<file path="src/rtl/fetch_unit.sv">
// ============================================================================
// Module   : fetch_unit
// Purpose  : Instruction fetch stage. It owns the PC, addresses the ROM and
//            buffers {instr, pc} pairs that decode takes over valid/ready.
// Option   : FETCH_BOUNDS_CHECK_EN adds a sticky out-of-range fault output
// Revision : 1.0 - initial release
// ============================================================================
`default_nettype none

module fetch_unit #(
  parameter int N     = 64,
  parameter int AW    = 6,
  parameter int DEPTH = 2
) (
  input  logic          clk,
  input  logic          reset_n,
  input  logic          en,
  output logic [AW-1:0] imem_addr,
  input  logic [31:0]   imem_q,
  input  logic          br_taken,
  input  logic [N-1:0]  br_target,
  output logic          d_valid,
  input  logic          d_ready,
  output logic [31:0]   d_instr,
  output logic [N-1:0]  d_pc,
  output logic          halted
`ifdef FETCH_BOUNDS_CHECK_EN
  ,
  output logic          fault
`endif
);

  localparam int PW = (DEPTH > 1) ? $clog2(DEPTH) : 1;
  localparam int CW = PW + 1;
  localparam logic [CW-1:0] C_DEPTH = CW'(DEPTH);

  typedef enum logic [1:0] {
    S_IDLE = 2'd0,
    S_RUN  = 2'd1,
    S_HALT = 2'd2
  } state_t;

  state_t          state_q, state_d;
  logic [N-1:0]    pc_q, pc_d;
  logic [CW-1:0]   count_q, count_d;
  logic [PW-1:0]   head_q, head_d;
  logic [PW-1:0]   tail_q, tail_d;
  logic            halted_q, halted_d;
  logic [31:0]     instr_q [DEPTH];
  logic [N-1:0]    epc_q   [DEPTH];

  logic            w_push;
  logic            w_pop;
  logic            w_pop_hs;
  logic            w_room;

`ifdef FETCH_BOUNDS_CHECK_EN
  logic            fault_q, fault_d;
  logic            w_oob;
  assign w_oob = (pc_q[N-1:AW+2] != '0);
  assign fault = fault_q;
`endif

  assign imem_addr = pc_q[AW+1:2];
  assign d_valid   = (count_q != '0);
  assign d_instr   = d_valid ? instr_q[head_q] : 32'h0;
  assign d_pc      = d_valid ? epc_q[head_q]   : '0;
  assign halted    = halted_q;

  assign w_pop_hs  = d_valid && d_ready;
  assign w_room    = (count_q < C_DEPTH) || w_pop_hs;

  always_comb begin
    state_d = state_q;
    pc_d    = pc_q;
    count_d = count_q;
    head_d  = head_q;
    tail_d  = tail_q;
    w_push  = 1'b0;
    w_pop   = 1'b0;
`ifdef FETCH_BOUNDS_CHECK_EN
    fault_d = fault_q;
`endif

    if (br_taken) begin
      // Redirect flushes everything, including a pop handshake this cycle.
      pc_d    = br_target & ~N'(3);
      count_d = '0;
      head_d  = '0;
      tail_d  = '0;
      if (state_q == S_HALT) state_d = S_RUN;
    end else begin
      w_pop = w_pop_hs;
      case (state_q)
        S_IDLE: if (en) state_d = S_RUN;
        S_RUN: begin
          if (en && w_room) begin
`ifdef FETCH_BOUNDS_CHECK_EN
            if (w_oob) begin
              state_d = S_HALT;
              fault_d = 1'b1;
            end else
`endif
            if (imem_q == 32'h0) state_d = S_HALT;
            else                 w_push  = 1'b1;
          end
        end
        default: ;
      endcase

      if (w_push) begin
        tail_d = tail_q + 1'b1;
        pc_d   = pc_q + N'(4);
      end
      if (w_pop) head_d = head_q + 1'b1;

      case ({w_push, w_pop})
        2'b10:   count_d = count_q + 1'b1;
        2'b01:   count_d = count_q - 1'b1;
        default: count_d = count_q;
      endcase
    end

    halted_d = (state_d == S_HALT) && (count_d == '0);
  end

  always_ff @(posedge clk or negedge reset_n) begin
    if (!reset_n) begin
      state_q  <= S_IDLE;
      pc_q     <= '0;
      count_q  <= '0;
      head_q   <= '0;
      tail_q   <= '0;
      halted_q <= 1'b0;
      for (int i = 0; i < DEPTH; i++) begin
        instr_q[i] <= 32'h0;
        epc_q[i]   <= '0;
      end
`ifdef FETCH_BOUNDS_CHECK_EN
      fault_q  <= 1'b0;
`endif
    end else begin
      state_q  <= state_d;
      pc_q     <= pc_d;
      count_q  <= count_d;
      head_q   <= head_d;
      tail_q   <= tail_d;
      halted_q <= halted_d;
      if (w_push) begin
        instr_q[tail_q] <= imem_q;
        epc_q[tail_q]   <= pc_q;
      end
`ifdef FETCH_BOUNDS_CHECK_EN
      fault_q  <= fault_d;
`endif
    end
  end

endmodule

`default_nettype wire

</file>
<file path="config.mk">
export PLATFORM = sky130hd
export DESIGN_NAME = fetch_unit
export DESIGN_NICKNAME = d
export VERILOG_FILES = /design/src/rtl/fetch_unit.sv
export SDC_FILE = /design/constraint.sdc
export NUM_CORES = 1
export LEC_CHECK = 0
export ABC_CLOCK_PERIOD_IN_PS = 3040
export BUFFER_PORTS_ARGS = -buffer_cell sky130_fd_sc_hd__buf_2
export CORE_MARGIN = 2
export CORE_UTILIZATION = 56
export DETAILED_ROUTE_END_ITERATION = 8
export PLACE_DENSITY = 0.76
export SKIP_LAST_GASP = 1
export SLEW_MARGIN = 20
export SYNTH_ARGS = -nofsm -noshare
export SYNTH_HDL_FRONTEND = slang
export SYNTH_SLANG_ARGS = --single-unit
</file>
<file path="constraint.sdc">
create_clock -name clk -period 3.04 [get_ports clk]
set_clock_uncertainty 0.05 [all_clocks]
set_input_delay 0.456 -clock clk [delete_from_list [all_inputs] [get_ports clk]]
set_output_delay 0.456 -clock clk [all_outputs]
set_load 0.02 [all_outputs]
</file>
# Word level (Yosys, flattened, before mapping)
# Cells that the tools add are included.
[op_classes]
add_sub_neg = 5
n_mul = 0
div = 0
order_cmp = 4
n_eq_ne = 5
shift = 0
muxes = 33
n_bitwise = 2
n_reduce_logical = 11
[ops]
columns = ["operator", "n"]
rows = [
  ["$mux W64", 7],
  ["$mux W32", 5],
  ["$bwmux W128", 1],
  ["$add A64 B3 Y64 const B", 1],
  ["$bwmux W64", 1],
  ["$demux W64 S1", 1],
  ["$demux W32 S1", 1],
  ["$logic_not A32 Y1", 1],
  ["$mux W2", 6],
  ["$mux W1", 9],
  ["$pmux W2 S2", 2],
  ["$eq A2 B2 Y1 const B", 3],
  ["$reduce_bool A2 Y1", 3],
  ["$eq A2 B1 Y1 const B", 2],
  ["$ge A2 B2 Y1 const B", 2],
  ["$logic_and A1 B1 Y1", 4],
  ["$logic_not A2 Y1", 2],
  ["$not A1 Y2", 2],
  ["$add A1 B1 Y1 const B", 2],
  ["$add A2 B1 Y2 const B", 1],
  ["$lt A2 B1 Y1 const B", 1],
  ["$lt A2 B2 Y1 const B", 1],
  ["$sub A2 B1 Y2 const B", 1],
  ["$logic_or A1 B1 Y1", 1],
]
[totals]
regBits = 263
latchBits = 0
mem_bits_rw = 0
rom_bits = 0
memories = 0

# Logic depth before layout (Yosys ltp)
# Gate-level depths: netlist (run 1).
[logic_depth]
word_depth = 12
ltp_mapped = 8
mapped_depth_nobuf = 8

# Worst setup path after synthesis (run 1)
# No wires, ideal clock.
[synth_path]
path_kind = "input to register"
startpoint = "in imem_q[28]"
endpoint = "reg halted_q (netlist: halted)"
t_arrival_ns = 2.267
t_required_ns = 2.862
setup_slack_ns = 0.595
cell_stages = 7
path_buffers = 0
cell_sequence = "nor4_1 -> nand4_1 -> o21ai_4 -> ha_1 -> or3_1 -> a21oi_1 -> a211oi_1"
[synth_between]
elab_chain_len = 10
elab_cells_between_ends = 16
cone_classes = "eq/ne: 3; mux: 10; reduce/logical: 3"
[synth_lines]
columns = ["item", "line_no", "rtl"]
rows = [
  ["start, declared", "19", "input logic [31:0] imem_q,"],
  ["$logic_not A32 Y1 *", "104", "if (imem_q == 32'h0) state_d = S_HALT;"],
  ["$mux W1 *", "104", ""],
  ["$mux W1 *", "97", "if (en && w_room) begin"],
  ["$mux W1 *", "94", "case (state_q)"],
  ["$mux W1 *", "85", "if (br_taken) begin"],
  ["$eq A2 B1 Y1 or $eq A2 B2 Y1 (tied branches)", "117", "case ({w_push, w_pop})"],
  ["$pmux W2 S2 *", "117", ""],
  ["$mux W2 *", "85", ""],
  ["named net count_d[1]", "45", "logic [CW-1:0] count_q, count_d;"],
  ["$logic_not A2 Y1 *", "124", "halted_d = (state_d == S_HALT) && (count_d == '0);"],
  ["$logic_and A1 B1 Y1 *", "124", ""],
  ["named net halted_d", "48", "logic halted_q, halted_d;"],
  ["end signal, assigned", "148", "halted_q <= halted_d;"],
  ["end, declared", "48", ""],
]
# Mark *: on every way through the listed nets, which the timed path passes. The rest lies on a longest branch. The select of a mux whose other input is x is not followed.
# A chain may end at the register's enable or synchronous reset.

# Worst setup path in the final report (run 1)
[layout_path]
startpoint = "reg head_q"
endpoint = "out d_instr[25]"
[layout_between]
elab_chain_len = 5
[layout_lines]
columns = ["item", "line_no", "rtl"]
rows = [
  ["start, declared", "46", "logic [PW-1:0] head_q, head_d;"],
  ["start signal, assigned", "132", "head_q <= '0;"],
  ["start signal, assigned", "146", "head_q <= head_d;"],
  ["$not A1 Y2 (implied by the code)", "66", "assign d_instr = d_valid ? instr_q[head_q] : 32'h0;"],
  ["$mux W32 (implied by the code) (3 in series)", "66", ""],
  ["$mux W32", "66", ""],
  ["end, declared", "24", "output logic [31:0] d_instr,"],
]
# Every way passes these cells. The select of a mux whose other input is x is not followed.

==> results of run 1 <==
## repair_timing
item                                   in CTS  in global routing
buffers inserted                            0                  0
hold buffers                                1                  0
endpoints found under the hold margin      62                  0
## stage by stage
stage | total power [mW] | setup WS (ps) | hold slack [ps] | util [%]
floorplan | 8.76 | 595 | 110 | -
global placement | 10.2 | 252 | 384 | 62.2
detailed placement | 10.4 | 256 | 390 | 62.2
CTS | 14.0 | 243 | 66.9 | 66.8
global route | 14.7 | 196 | 61.1 | 66.8
finish | 13.9 | 295 | 81.7 | 66.8
## state kept, by name, summed over array words and instances, names as in the netlist
name / cells
count_q: 2
halted: 1
tail_q: 1
head_q: 1
pc_q: 62
epc_q: 124
instr_q: 64
state_q: 2
## layout by cell type (no fill, tap or decap), types with 28 or more instances in the layout
cell type	Yosys	final
sky130_fd_sc_hd__dfrtp_1	257	256
sky130_fd_sc_hd__nor2_1	148	147
sky130_fd_sc_hd__o21ai_0	41	41
sky130_fd_sc_hd__buf_2	9	199
sky130_fd_sc_hd__mux2_2	110	110
sky130_fd_sc_hd__nand2_1	49	49
sky130_fd_sc_hd__mux2_1	79	79
sky130_fd_sc_hd__mux2i_1	95	95
sky130_fd_sc_hd__a31oi_1	37	37
sky130_fd_sc_hd__clkbuf_16	0	28
## power by group
| group | switching [mW] | total (mW) | internal [mW] |
|---|---|---|---|
| Clock | 1.40 | 3.62 | 2.22 |
| Sequential | 0.784 | 5.43 | 4.65 |
| Combinational | 2.72 | 4.85 | 2.13 |
## worst max-delay path, stage by stage (launching register included)
cell	delay [ps]
sky130_fd_sc_hd__dfrtp_4	820
sky130_fd_sc_hd__buf_12	300
sky130_fd_sc_hd__mux2i_1	270
sky130_fd_sc_hd__nor2_1	80
sky130_fd_sc_hd__buf_2	200
## path summary, 6_finish.rpt
check	cells past startpoint	endpoint	slack, ps	from
worst max-delay path	4	d_instr[25]	290	head_q
worst min-delay path	3	pc_q[24]	80	br_target[24]
worst max register to register	6	pc_q[37]	500	pc_q[17]
worst min register to register	1	epc_q[86]	440	epc_q[86]
max in group asynchronous	3	epc_q[108]	1620	reset_n
min in group asynchronous	2	instr_q[51]	380	reset_n
## cell type report
class                           count  area, um2
Fill cell                        1691       7480
Sequential cell                   257       6430
Multi-Input combinational cell    772       5820
Timing Repair Buffer              230       1380
Clock buffer                       37        815
Tap cell                          285        357
Clock inverter                     14        191
Inverter                            7       26.3
Antenna cell                        1       2.50
## kinds of logic after synthesis
group / after synthesis / share of synthesized area, %
muxes: 284 / 24.2
AOI/OAI and AO/OA: 129 / 6.62
buffers and inverters: 87 / 3.98
xor gates and xnor gates: 25 / 1.72
and+or+nand+nor: 330 / 12.8
adders and majority gates: 2 / 0.196
DFF: 257 / 50.5
other: 1 / 0.0294
## metal layers
metal | track usage [%] | wire (um)
met4 | 6.83 | 782
met1 | 34.8 | 12900
met2 | 43.5 | 14800
met5 | 0 | 12
met3 | 3.87 | 1730
==> run_summary.xml, run 1 <==
<?xml version="1.0" encoding="UTF-8"?>
<metrics>
  <group name="route">
    <metric name="routed-via-count" unit="">9500</metric>
    <metric name="detailedRoute.firstIterationViolations" unit="">581</metric>
    <metric name="remaining_drc_errors" unit="">0</metric>
    <metric name="antenna_violating_nets_post_route" unit="">0</metric>
    <metric name="routed_wl" unit="um">30200</metric>
    <metric name="first_pass_iters" unit="">5</metric>
    <metric name="detail_routed_net_length_per_standard_cell" unit="um">18.8</metric>
    <metric name="detail_route.vias_per_cell" unit="">5.93</metric>
  </group>
  <group name="grt">
    <metric name="aggregate_global_route_resource_usage" unit="%">25.6</metric>
    <metric name="first_global_vias" unit="">9494</metric>
    <metric name="antenna_found_initial" unit="">2</metric>
    <metric name="grt_start_max_net_pins" unit="">98</metric>
    <metric name="grt_pass1_wl" unit="um">49900</metric>
    <metric name="gr-total-overflow" unit="">0</metric>
  </group>
  <group name="logic_synthesis">
    <metric name="synthesis.instances" unit="">1115</metric>
    <metric name="yosys_most_used_dff" unit="">sky130_fd_sc_hd__dfrtp_1</metric>
    <metric name="synth.cells.most_frequent" unit="">sky130_fd_sc_hd__dfrtp_1 (257), sky130_fd_sc_hd__nor2_1 (148), sky130_fd_sc_hd__mux2_2 (110)</metric>
    <metric name="yosysTopAreaCellShare" unit="%">50.5</metric>
    <metric name="post-synth-top-count-cell" unit="">sky130_fd_sc_hd__dfrtp_1</metric>
    <metric name="async_reset_ff_share" unit="%">100</metric>
    <metric name="netlist_top_cells_area" unit="">sky130_fd_sc_hd__dfrtp_1 (50%), sky130_fd_sc_hd__mux2_2 (9.7%), sky130_fd_sc_hd__mux2i_1 (7.5%), sky130_fd_sc_hd__mux2_1 (7.0%), sky130_fd_sc_hd__nor2_1 (4.4%)</metric>
    <metric name="syn_area_per_cell" unit="um2">11.4</metric>
    <metric name="ys_seq_elements" unit="">257</metric>
    <metric name="cell_type_with_the_highest_aggregate_area_in_the_netlist" unit="">sky130_fd_sc_hd__dfrtp_1</metric>
    <metric name="yosys_warnings" unit="">0</metric>
    <metric name="netlist-cell-type-count" unit="">49</metric>
    <metric name="synth_seq_area_share" unit="%">50.5</metric>
    <metric name="synthesis.area" unit="um2">12700</metric>
    <metric name="synth_enable_flop_cells" unit="">0</metric>
  </group>
  <group name="layout">
    <metric name="finish.net_count" unit="">1399</metric>
    <metric name="instances_no_fill" unit="">1603</metric>
    <metric name="syn_to_final_growth" unit="%">18.0</metric>
    <metric name="final_layout_size_suffix_gt1_share" unit="%">30.4</metric>
    <metric name="design_area" unit="um2">15000</metric>
  </group>
  <group name="setup_path">
    <metric name="timing.critical_path.from_type" unit="">flip-flop</metric>
    <metric name="worst-setup-path-type" unit="">reg -&gt; out</metric>
    <metric name="cp_data_arrival_time" unit="ps">2240</metric>
    <metric name="crit_required" unit="ps">2530</metric>
    <metric name="crit_fanout" unit="">28</metric>
    <metric name="crit_path_end_kind" unit="">output port</metric>
  </group>
  <group name="timing">
    <metric name="tightest_slew" unit="ps">825</metric>
    <metric name="final_min_period_over_clock_period" unit="%">90.3</metric>
    <metric name="fin_setup_tns" unit="ps">0</metric>
    <metric name="max_clock_freq" unit="MHz">364</metric>
    <metric name="finalSetupViolations" unit="">0</metric>
    <metric name="relSlewSlack" unit="%">45.0</metric>
    <metric name="finalHoldViolations" unit="">0</metric>
    <metric name="grt_setup_unrepaired" unit="">no</metric>
    <metric name="max_slew_violation_count" unit="">0</metric>
    <metric name="post-route-min-period" unit="ps">2750</metric>
  </group>
  <group name="die">
    <metric name="floorplan.core_area" unit="um2">22500</metric>
    <metric name="die-width" unit="um">155</metric>
    <metric name="core.rowCount" unit="">55</metric>
    <metric name="die_area" unit="um2">24000</metric>
    <metric name="floorplan.initialDensity" unit="%">56.6</metric>
    <metric name="top_level_ports" unit="">205</metric>
    <metric name="chipHeight" unit="um">155</metric>
  </group>
  <group name="placed_design">
    <metric name="post_dp_cell_area" unit="um2">14000</metric>
    <metric name="global_placement_routability_congestion" unit="">0.802</metric>
    <metric name="placedCellCount" unit="">1550</metric>
    <metric name="detailedPlacementHpwl" unit="um">20100</metric>
    <metric name="place.port_buffers" unit="">200</metric>
  </group>
  <group name="power">
    <metric name="max-vdd-ir-drop" unit="V">0.000543</metric>
    <metric name="cellPowerDensity" unit="nW/um2">925</metric>
    <metric name="power_leakage" unit="nW">6.45</metric>
  </group>
  <group name="clock_tree">
    <metric name="cts_inserted_buffers" unit="">28</metric>
    <metric name="cts-root-buf" unit="">sky130_fd_sc_hd__clkbuf_16</metric>
    <metric name="cts_tree" unit="">built</metric>
    <metric name="clkTransAtPathRegs" unit="ps">60</metric>
    <metric name="clock_tree.htree_level_count" unit="">1</metric>
    <metric name="cts.sink_count" unit="">257</metric>
    <metric name="worst_skew_pair.late_latency" unit="ps">550</metric>
    <metric name="cts.path.max_buffers" unit="">3</metric>
    <metric name="post_cts_sizing_count" unit="">0</metric>
  </group>
  <group name="job">
    <metric name="maxCapViolCount" unit="">0</metric>
  </group>
  <group name="hold_path">
    <metric name="hold_path.class" unit="">in -&gt; reg</metric>
  </group>
  <group name="status">
    <metric name="outcome" unit="">finished, final reports clean</metric>
  </group>
</metrics>
Note: power is estimated with default switching activity, not from simulation.
==> inputs of run 2 (changes only) <==
--- a/config.mk
+++ b/config.mk
@@ -10,9 +10,12 @@
 export CORE_MARGIN = 2
 export CORE_UTILIZATION = 56
 export DETAILED_ROUTE_END_ITERATION = 8
+export MAX_ROUTING_LAYER = met4
 export PLACE_DENSITY = 0.76
+export RECOVER_POWER = 50
 export SKIP_LAST_GASP = 1
 export SLEW_MARGIN = 20
 export SYNTH_ARGS = -nofsm -noshare
 export SYNTH_HDL_FRONTEND = slang
 export SYNTH_SLANG_ARGS = --single-unit
+export TNS_END_PERCENT = 30
==> run_summary.xml, run 2 (synthesized netlist as in run 1, its figures left out) <==
<?xml version="1.0" encoding="UTF-8"?>
<metrics>
  <group name="status">
    <metric name="outcome" unit="">complete, but fails checks</metric>
    <metric name="violations" unit="">max-capacitance violations, max-slew violations</metric>
  </group>
  <group name="clock_tree">
    <metric name="worst_skew_pair.late_latency" unit="ps">540</metric>
    <metric name="cts.path.max_buffers" unit="">3</metric>
    <metric name="cts_tree" unit="">built</metric>
    <metric name="clock_tree.htree_level_count" unit="">1</metric>
    <metric name="post_cts_buffers" unit="">0</metric>
    <metric name="cts.sink_count" unit="">257</metric>
    <metric name="clkTransAtPathRegs" unit="ps">60</metric>
    <metric name="cts-root-buf" unit="">sky130_fd_sc_hd__clkbuf_16</metric>
    <metric name="cts_inserted_buffers" unit="">28</metric>
  </group>
  <group name="route">
    <metric name="first_pass_iters" unit="">6</metric>
    <metric name="detail_routed_net_length_per_standard_cell" unit="um">18.9</metric>
    <metric name="antenna_violating_nets_post_route" unit="">0</metric>
    <metric name="routed-via-count" unit="">9500</metric>
    <metric name="detail_route.vias_per_cell" unit="">5.92</metric>
    <metric name="detailedRoute.firstIterationViolations" unit="">605</metric>
    <metric name="remaining_drc_errors" unit="">0</metric>
    <metric name="routed_wl" unit="um">30300</metric>
  </group>
  <group name="timing">
    <metric name="grt_setup_unrepaired" unit="">no</metric>
    <metric name="max_slew_violation_count" unit="">65</metric>
    <metric name="relSlewSlack" unit="%">-14.1</metric>
    <metric name="finalHoldViolations" unit="">0</metric>
    <metric name="tightest_slew" unit="ps">1710</metric>
    <metric name="max_clock_freq" unit="MHz">363</metric>
    <metric name="finalSetupViolations" unit="">0</metric>
    <metric name="final_min_period_over_clock_period" unit="%">90.5</metric>
    <metric name="post-route-min-period" unit="ps">2750</metric>
    <metric name="fin_setup_tns" unit="ps">0</metric>
  </group>
  <group name="setup_path">
    <metric name="cp_data_arrival_time" unit="ps">2250</metric>
    <metric name="r2r_slack" unit="ps">340</metric>
    <metric name="critPathTopFamily" unit="">flip-flops</metric>
    <metric name="crit_path_cell_trace" unit="">buf_12 -&gt; mux2i_1 -&gt; nor2_1 -&gt; buf_2</metric>
    <metric name="crit_fanout" unit="">28</metric>
    <metric name="cp.buffers_inverters" unit="">2</metric>
    <metric name="worst-setup-path-type" unit="">reg -&gt; out</metric>
    <metric name="crit_path_end_kind" unit="">output port</metric>
    <metric name="timing.critical_path.from_type" unit="">flip-flop</metric>
    <metric name="crit_required" unit="ps">2530</metric>
    <metric name="critPathSlowestCell" unit="">sky130_fd_sc_hd__dfrtp_4</metric>
    <metric name="cp_slowest_stage_delay" unit="ps">820</metric>
  </group>
  <group name="grt">
    <metric name="grt_pass1_wl" unit="um">49900</metric>
    <metric name="gr-total-overflow" unit="">0</metric>
    <metric name="first_global_vias" unit="">9475</metric>
    <metric name="antenna_found_initial" unit="">2</metric>
    <metric name="grt_start_max_net_pins" unit="">98</metric>
    <metric name="aggregate_global_route_resource_usage" unit="%">26.5</metric>
  </group>
  <group name="power">
    <metric name="power.share.switching" unit="%">35.3</metric>
    <metric name="switchingPower" unit="mW">4.90</metric>
    <metric name="cellPowerDensity" unit="nW/um2">930</metric>
    <metric name="p_comb_share" unit="%">34.8</metric>
    <metric name="pwr-share-seq" unit="%">39.1</metric>
    <metric name="power.share.clock" unit="%">26.0</metric>
    <metric name="max-vdd-ir-drop" unit="V">0.000543</metric>
    <metric name="finalPower" unit="mW">13.9</metric>
    <metric name="power_leakage" unit="nW">6.40</metric>
    <metric name="power.internal" unit="mW">8.98</metric>
  </group>
  <group name="placed_design">
    <metric name="post_dp_cell_area" unit="um2">14000</metric>
    <metric name="placedCellCount" unit="">1550</metric>
    <metric name="detailedPlacementHpwl" unit="um">20100</metric>
    <metric name="global_placement_routability_congestion" unit="">0.814</metric>
    <metric name="place.port_buffers" unit="">200</metric>
  </group>
  <group name="die">
    <metric name="top_level_ports" unit="">205</metric>
    <metric name="chipHeight" unit="um">155</metric>
    <metric name="floorplan.core_area" unit="um2">22500</metric>
    <metric name="die_area" unit="um2">24000</metric>
    <metric name="die-width" unit="um">155</metric>
    <metric name="floorplan.initialDensity" unit="%">56.6</metric>
    <metric name="core.rowCount" unit="">55</metric>
  </group>
  <group name="layout">
    <metric name="design_area" unit="um2">14900</metric>
    <metric name="finish.net_count" unit="">1399</metric>
    <metric name="biggestRegsByFlops" unit="">epc_q (124), instr_q (64), pc_q (62)</metric>
    <metric name="instances_no_fill" unit="">1604</metric>
    <metric name="syn_to_final_growth" unit="%">17.2</metric>
    <metric name="final_common_cell" unit="">sky130_fd_sc_hd__dfrtp_1</metric>
    <metric name="final_layout_size_suffix_gt1_share" unit="%">29.2</metric>
    <metric name="final_cell_mix" unit="">sky130_fd_sc_hd__dfrtp_1 (256), sky130_fd_sc_hd__buf_2 (191), sky130_fd_sc_hd__nor2_1 (148)</metric>
    <metric name="number_of_flip_flops_in_the_largest_register" unit="">124</metric>
    <metric name="regMostFlops" unit="">epc_q</metric>
    <metric name="num-fill-cells" unit="">1716</metric>
  </group>
  <group name="job">
    <metric name="maxCapViolCount" unit="">1</metric>
  </group>
  <group name="hold_path">
    <metric name="hold_path.class" unit="">in -&gt; reg</metric>
  </group>
</metrics>
[run 2: cell types whose count changed in the layout (fill, tap and decap cells not counted), moves of 2 or more]
cell	previous run	this run
sky130_fd_sc_hd__buf_4	18	13
sky130_fd_sc_hd__clkbuf_2	0	2
sky130_fd_sc_hd__clkbuf_1	1	13
sky130_fd_sc_hd__buf_2	199	191
sky130_fd_sc_hd__buf_12	11	9
sky130_fd_sc_hd__buf_6	0	2
[run 2: layout make-up]
| class | instances | area (um2) | area share (%) |
|---|---|---|---|
| sequential | 257 | 6430 | 43.1 |
| multi-input combinational | 772 | 5780 | 38.7 |
| timing repair buffer | 230 | 1320 | 8.85 |
| clock buffer | 37 | 815 | 5.46 |
| tap | 285 | 357 | 2.39 |
| clock inverter | 14 | 191 | 1.28 |
| inverter | 7 | 26.3 | 0.176 |
| antenna | 2 | 5.00 | 0.0335 |
[run 2: repair_timing]
item	4_1_cts	5_1_grt
hold buffers	1	0
endpoints found under the hold margin	62	0
resized for setup	0	0
[run 2: power groups by stage]
stage	clock network (mW)	registers (mW)	logic, mW
3_3_place_gp	0	5.40	4.77
6_report	3.62	5.43	4.83
2_1_floorplan	0	5.17	3.59
4_1_cts	3.67	5.44	4.92
5_1_grt	3.81	5.60	5.24
3_5_place_dp	0	5.49	4.89
[run 2: path summary, 6_finish.rpt]
kind,start,to,cells after the start
max,head_q,d_instr[25],4
min,br_target[24],pc_q[24],3
max reg2reg,state_q[1],epc_q[110],6
min reg2reg,epc_q[86],epc_q[86],1
max in group asynchronous,reset_n,epc_q[95],3
min in group asynchronous,reset_n,instr_q[51],2
[run 2: through the flow]
| step | hold WS [ps] | utilization, % | setup WS, ps |
|---|---|---|---|
| after floorplan | 110 | - | 595 |
| after global placement | 384 | 62.2 | 252 |
| after detailed placement | 390 | 62.2 | 256 |
| after CTS | 66.9 | 66.8 | 243 |
| after global routing | 61.1 | 66.3 | 168 |
| final | 85.0 | 66.3 | 288 |
[run 2: worst min-delay path: stages]
cell                      delay, ps
sky130_fd_sc_hd__buf_2           90
sky130_fd_sc_hd__nand2_1         40
sky130_fd_sc_hd__o21ai_0         50
[run 2: metal layers]
metal	wire, um	vias to the layer above	track usage [%]
met2	14800	297	43.5
met4	778	0	6.83
met1	13200	4761	35.0
li1	-	4391	-
met3	1500	51	3.64
met5	0	-	-
==> inputs of run 3 (changes only) <==
--- a/config.mk
+++ b/config.mk
@@ -5,13 +5,14 @@
 export SDC_FILE = /design/constraint.sdc
 export NUM_CORES = 1
 export LEC_CHECK = 0
+export ABC_AREA = 1
 export ABC_CLOCK_PERIOD_IN_PS = 3040
 export BUFFER_PORTS_ARGS = -buffer_cell sky130_fd_sc_hd__buf_2
 export CORE_MARGIN = 2
 export CORE_UTILIZATION = 56
 export DETAILED_ROUTE_END_ITERATION = 8
 export MAX_ROUTING_LAYER = met4
-export PLACE_DENSITY = 0.76
+export PLACE_DENSITY = 0.75
 export RECOVER_POWER = 50
 export SKIP_LAST_GASP = 1
 export SLEW_MARGIN = 20
==> run_summary.xml, run 3 <==
<?xml version="1.0" encoding="UTF-8"?>
<metrics>
  <group name="layout">
    <metric name="finish.net_count" unit="">2141</metric>
    <metric name="final_common_cell" unit="">sky130_fd_sc_hd__nand2_1</metric>
    <metric name="biggestRegsByFlops" unit="">epc_q (124), instr_q (64), pc_q (62)</metric>
    <metric name="regMostFlops" unit="">epc_q</metric>
    <metric name="number_of_flip_flops_in_the_largest_register" unit="">124</metric>
    <metric name="layout.core_utilization" unit="%">65.6</metric>
    <metric name="antenna-diode-count" unit="">0</metric>
    <metric name="num-fill-cells" unit="">2178</metric>
    <metric name="final_cell_mix" unit="">sky130_fd_sc_hd__nand2_1 (760), sky130_fd_sc_hd__dfrtp_1 (256), sky130_fd_sc_hd__buf_2 (192)</metric>
    <metric name="syn_to_final_growth" unit="%">14.9</metric>
    <metric name="instances_no_fill" unit="">2382</metric>
    <metric name="final_layout_size_suffix_gt1_share" unit="%">17.4</metric>
  </group>
  <group name="route">
    <metric name="routed_wl" unit="um">39100</metric>
    <metric name="first_pass_iters" unit="">5</metric>
    <metric name="detailedRoute.firstIterationViolations" unit="">1020</metric>
    <metric name="antenna_violating_nets_post_route" unit="">0</metric>
    <metric name="routed-via-count" unit="">12800</metric>
    <metric name="detail_routed_net_length_per_standard_cell" unit="um">16.4</metric>
    <metric name="detail_route.vias_per_cell" unit="">5.37</metric>
    <metric name="remaining_drc_errors" unit="">0</metric>
  </group>
  <group name="grt">
    <metric name="grt_use_met3" unit="%">2.99</metric>
    <metric name="grt_start_max_net_pins" unit="">97</metric>
    <metric name="grt_most_used_layer" unit="">met2</metric>
    <metric name="first_global_vias" unit="">12200</metric>
    <metric name="groute.layer.met2.usage" unit="%">50.0</metric>
    <metric name="gr-total-overflow" unit="">0</metric>
    <metric name="aggregate_global_route_resource_usage" unit="%">30.8</metric>
    <metric name="antenna_found_initial" unit="">0</metric>
    <metric name="grt_pass1_wl" unit="um">63100</metric>
    <metric name="gr-usage-met1" unit="%">41.8</metric>
  </group>
  <group name="die">
    <metric name="chipHeight" unit="um">162</metric>
    <metric name="die_area" unit="um2">26200</metric>
    <metric name="die-width" unit="um">162</metric>
    <metric name="top_level_ports" unit="">205</metric>
    <metric name="core.rowCount" unit="">57</metric>
    <metric name="floorplan.core_area" unit="um2">24400</metric>
    <metric name="floorplan.initialDensity" unit="%">57.1</metric>
  </group>
  <group name="setup_path">
    <metric name="crit_path_end_kind" unit="">flip-flop</metric>
    <metric name="crit_required" unit="ps">3390</metric>
    <metric name="worst-setup-path-type" unit="">reg -&gt; reg</metric>
    <metric name="cp_data_arrival_time" unit="ps">2980</metric>
    <metric name="timing.critical_path.from_type" unit="">flip-flop</metric>
    <metric name="crit_fanout" unit="">34</metric>
  </group>
  <group name="clock_tree">
    <metric name="worst_skew_pair.late_latency" unit="ps">540</metric>
    <metric name="clkTransAtPathRegs" unit="ps">60</metric>
    <metric name="post_cts_buffers" unit="">0</metric>
    <metric name="cts_inserted_buffers" unit="">28</metric>
    <metric name="cts-root-buf" unit="">sky130_fd_sc_hd__clkbuf_16</metric>
    <metric name="cts.sink_count" unit="">257</metric>
    <metric name="ctsHoldBuffers" unit="">1</metric>
    <metric name="cts.path.max_buffers" unit="">3</metric>
    <metric name="cts_tree" unit="">built</metric>
    <metric name="clock_tree.htree_level_count" unit="">1</metric>
    <metric name="post_cts_sizing_count" unit="">0</metric>
  </group>
  <group name="logic_synthesis">
    <metric name="synthesis.area" unit="um2">13900</metric>
    <metric name="async_reset_ff_share" unit="%">100</metric>
    <metric name="synth.cells.most_frequent" unit="">sky130_fd_sc_hd__nand2_1 (758), sky130_fd_sc_hd__dfrtp_1 (257), sky130_fd_sc_hd__nor2_1 (136)</metric>
    <metric name="synth_seq_area_share" unit="%">46.2</metric>
    <metric name="yosys_warnings" unit="">0</metric>
    <metric name="yosys_most_used_dff" unit="">sky130_fd_sc_hd__dfrtp_1</metric>
    <metric name="syn_area_per_cell" unit="um2">7.45</metric>
    <metric name="synthesis.instances" unit="">1871</metric>
    <metric name="post-synth-top-count-cell" unit="">sky130_fd_sc_hd__nand2_1</metric>
    <metric name="yosysTopAreaCellShare" unit="%">46.2</metric>
    <metric name="ys_seq_elements" unit="">257</metric>
    <metric name="cell_type_with_the_highest_aggregate_area_in_the_netlist" unit="">sky130_fd_sc_hd__dfrtp_1</metric>
    <metric name="netlist_top_cells_area" unit="">sky130_fd_sc_hd__dfrtp_1 (46%), sky130_fd_sc_hd__nand2_1 (20%), sky130_fd_sc_hd__o21ai_1 (4.5%), sky130_fd_sc_hd__o21ai_2 (3.8%), sky130_fd_sc_hd__nor2_1 (3.7%)</metric>
    <metric name="synth_enable_flop_cells" unit="">0</metric>
    <metric name="netlist-cell-type-count" unit="">31</metric>
  </group>
  <group name="power">
    <metric name="cellPowerDensity" unit="nW/um2">739</metric>
    <metric name="finalPower" unit="mW">11.8</metric>
    <metric name="max-vdd-ir-drop" unit="V">0.000529</metric>
    <metric name="power_leakage" unit="nW">7.84</metric>
  </group>
  <group name="placed_design">
    <metric name="place.port_buffers" unit="">200</metric>
    <metric name="dp_slack" unit="ps">582</metric>
    <metric name="placedCellCount" unit="">2331</metric>
    <metric name="detailedPlacementHpwl" unit="um">27600</metric>
    <metric name="global_placement_routability_congestion" unit="">1.00</metric>
  </group>
  <group name="timing">
    <metric name="max_slew_violation_count" unit="">0</metric>
    <metric name="finalHoldViolations" unit="">0</metric>
    <metric name="tightest_slew" unit="ps">1410</metric>
    <metric name="relSlewSlack" unit="%">6.27</metric>
    <metric name="final_min_period_over_clock_period" unit="%">86.5</metric>
    <metric name="finalSetupViolations" unit="">0</metric>
    <metric name="fin_setup_tns" unit="ps">0</metric>
    <metric name="post-route-min-period" unit="ps">2630</metric>
    <metric name="max_clock_freq" unit="MHz">380</metric>
    <metric name="grt_setup_unrepaired" unit="">no</metric>
    <metric name="layout_setup_ws" unit="ps">410</metric>
  </group>
  <group name="status">
    <metric name="outcome" unit="">finished, final reports clean</metric>
  </group>
  <group name="hold_path">
    <metric name="hold_path.class" unit="">in -&gt; reg</metric>
  </group>
  <group name="job">
    <metric name="maxCapViolCount" unit="">0</metric>
  </group>
</metrics>
[run 3: cell types whose count changed after synthesis, moves of 60 or more]
cell,previous run,this run
sky130_fd_sc_hd__inv_1,7,127
sky130_fd_sc_hd__o21ai_2,0,60
sky130_fd_sc_hd__mux2_1,79,0
sky130_fd_sc_hd__nand2_1,49,758
sky130_fd_sc_hd__mux2_2,110,0
sky130_fd_sc_hd__mux2i_1,95,0
sky130_fd_sc_hd__o21ai_1,0,124
sky130_fd_sc_hd__nand3_1,20,89
sky130_fd_sc_hd__a21oi_1,5,96
[run 3: worst paths after layout]
path	startpoint	endpoint	slack (ps)	cells past startpoint
worst max-delay path	count_q[1]	epc_q[9]	410	9
worst min-delay path	br_target[23]	pc_q[23]	80	3
worst max register to register	count_q[1]	epc_q[9]	410	9
worst min register to register	epc_q[34]	epc_q[34]	430	2
max in group asynchronous	reset_n	head_q	640	3
min in group asynchronous	reset_n	instr_q[20]	750	2
[run 3: critical path, cell delays in order, from the launching register on]
cell	delay [ps]
sky130_fd_sc_hd__dfrtp_1	420
sky130_fd_sc_hd__inv_1	90
sky130_fd_sc_hd__o21ai_0	190
sky130_fd_sc_hd__nor2_8	170
sky130_fd_sc_hd__inv_4	30
sky130_fd_sc_hd__nor2_1	410
sky130_fd_sc_hd__nand3_4	590
sky130_fd_sc_hd__buf_4	410
sky130_fd_sc_hd__nand2_1	70
sky130_fd_sc_hd__o21ai_1	60
[run 3: layout make-up]
type / count / area (um2) / share of cell area (%)
well taps: 324 / 405 / 2.53
flip-flops and latches: 257 / 6430 / 40.2
clock buffers: 42 / 865 / 5.40
repair buffers: 237 / 1440 / 9.00
inverters: 131 / 494 / 3.09
multi-input cells: 1383 / 6270 / 39.2
clock inverters: 8 / 98.8 / 0.618
[run 3: cells by family after synthesis]
logic type	Yosys count	share of synthesized area [%]
AO/OA/AOI/OAI	314	12.9
XOR/XNOR	31	1.95
adder cells (fa/ha/maj)	2	0.180
buffers and inverters	232	8.67
flip-flops	257	46.2
other	1	0.0269
AND/OR/NAND/NOR	1034	30.1
[run 3: report_power, final]
part	leakage [nW]	internal, mW	switching (mW)	total [mW]
Combinational	4.13	1.17	2.17	3.33
Clock	0.477	2.12	1.37	3.49
Sequential	3.23	4.39	0.618	5.01
[run 3: layer usage]
metal / wire, um / vias up
met5: 0 / -
met4: 1020 / 0
met3: 2460 / 58
met2: 18600 / 432
met1: 17000 / 6043
li1: - / 6253
[run 3: through the flow]
stage | area [um2] | hold WS (ps)
floorplan | 13900 | 110
global placement | 15100 | 414
detailed placement | 15100 | 418
CTS | 16100 | 68.7
global route | 16000 | 87.1
finish | 16000 | 82.3
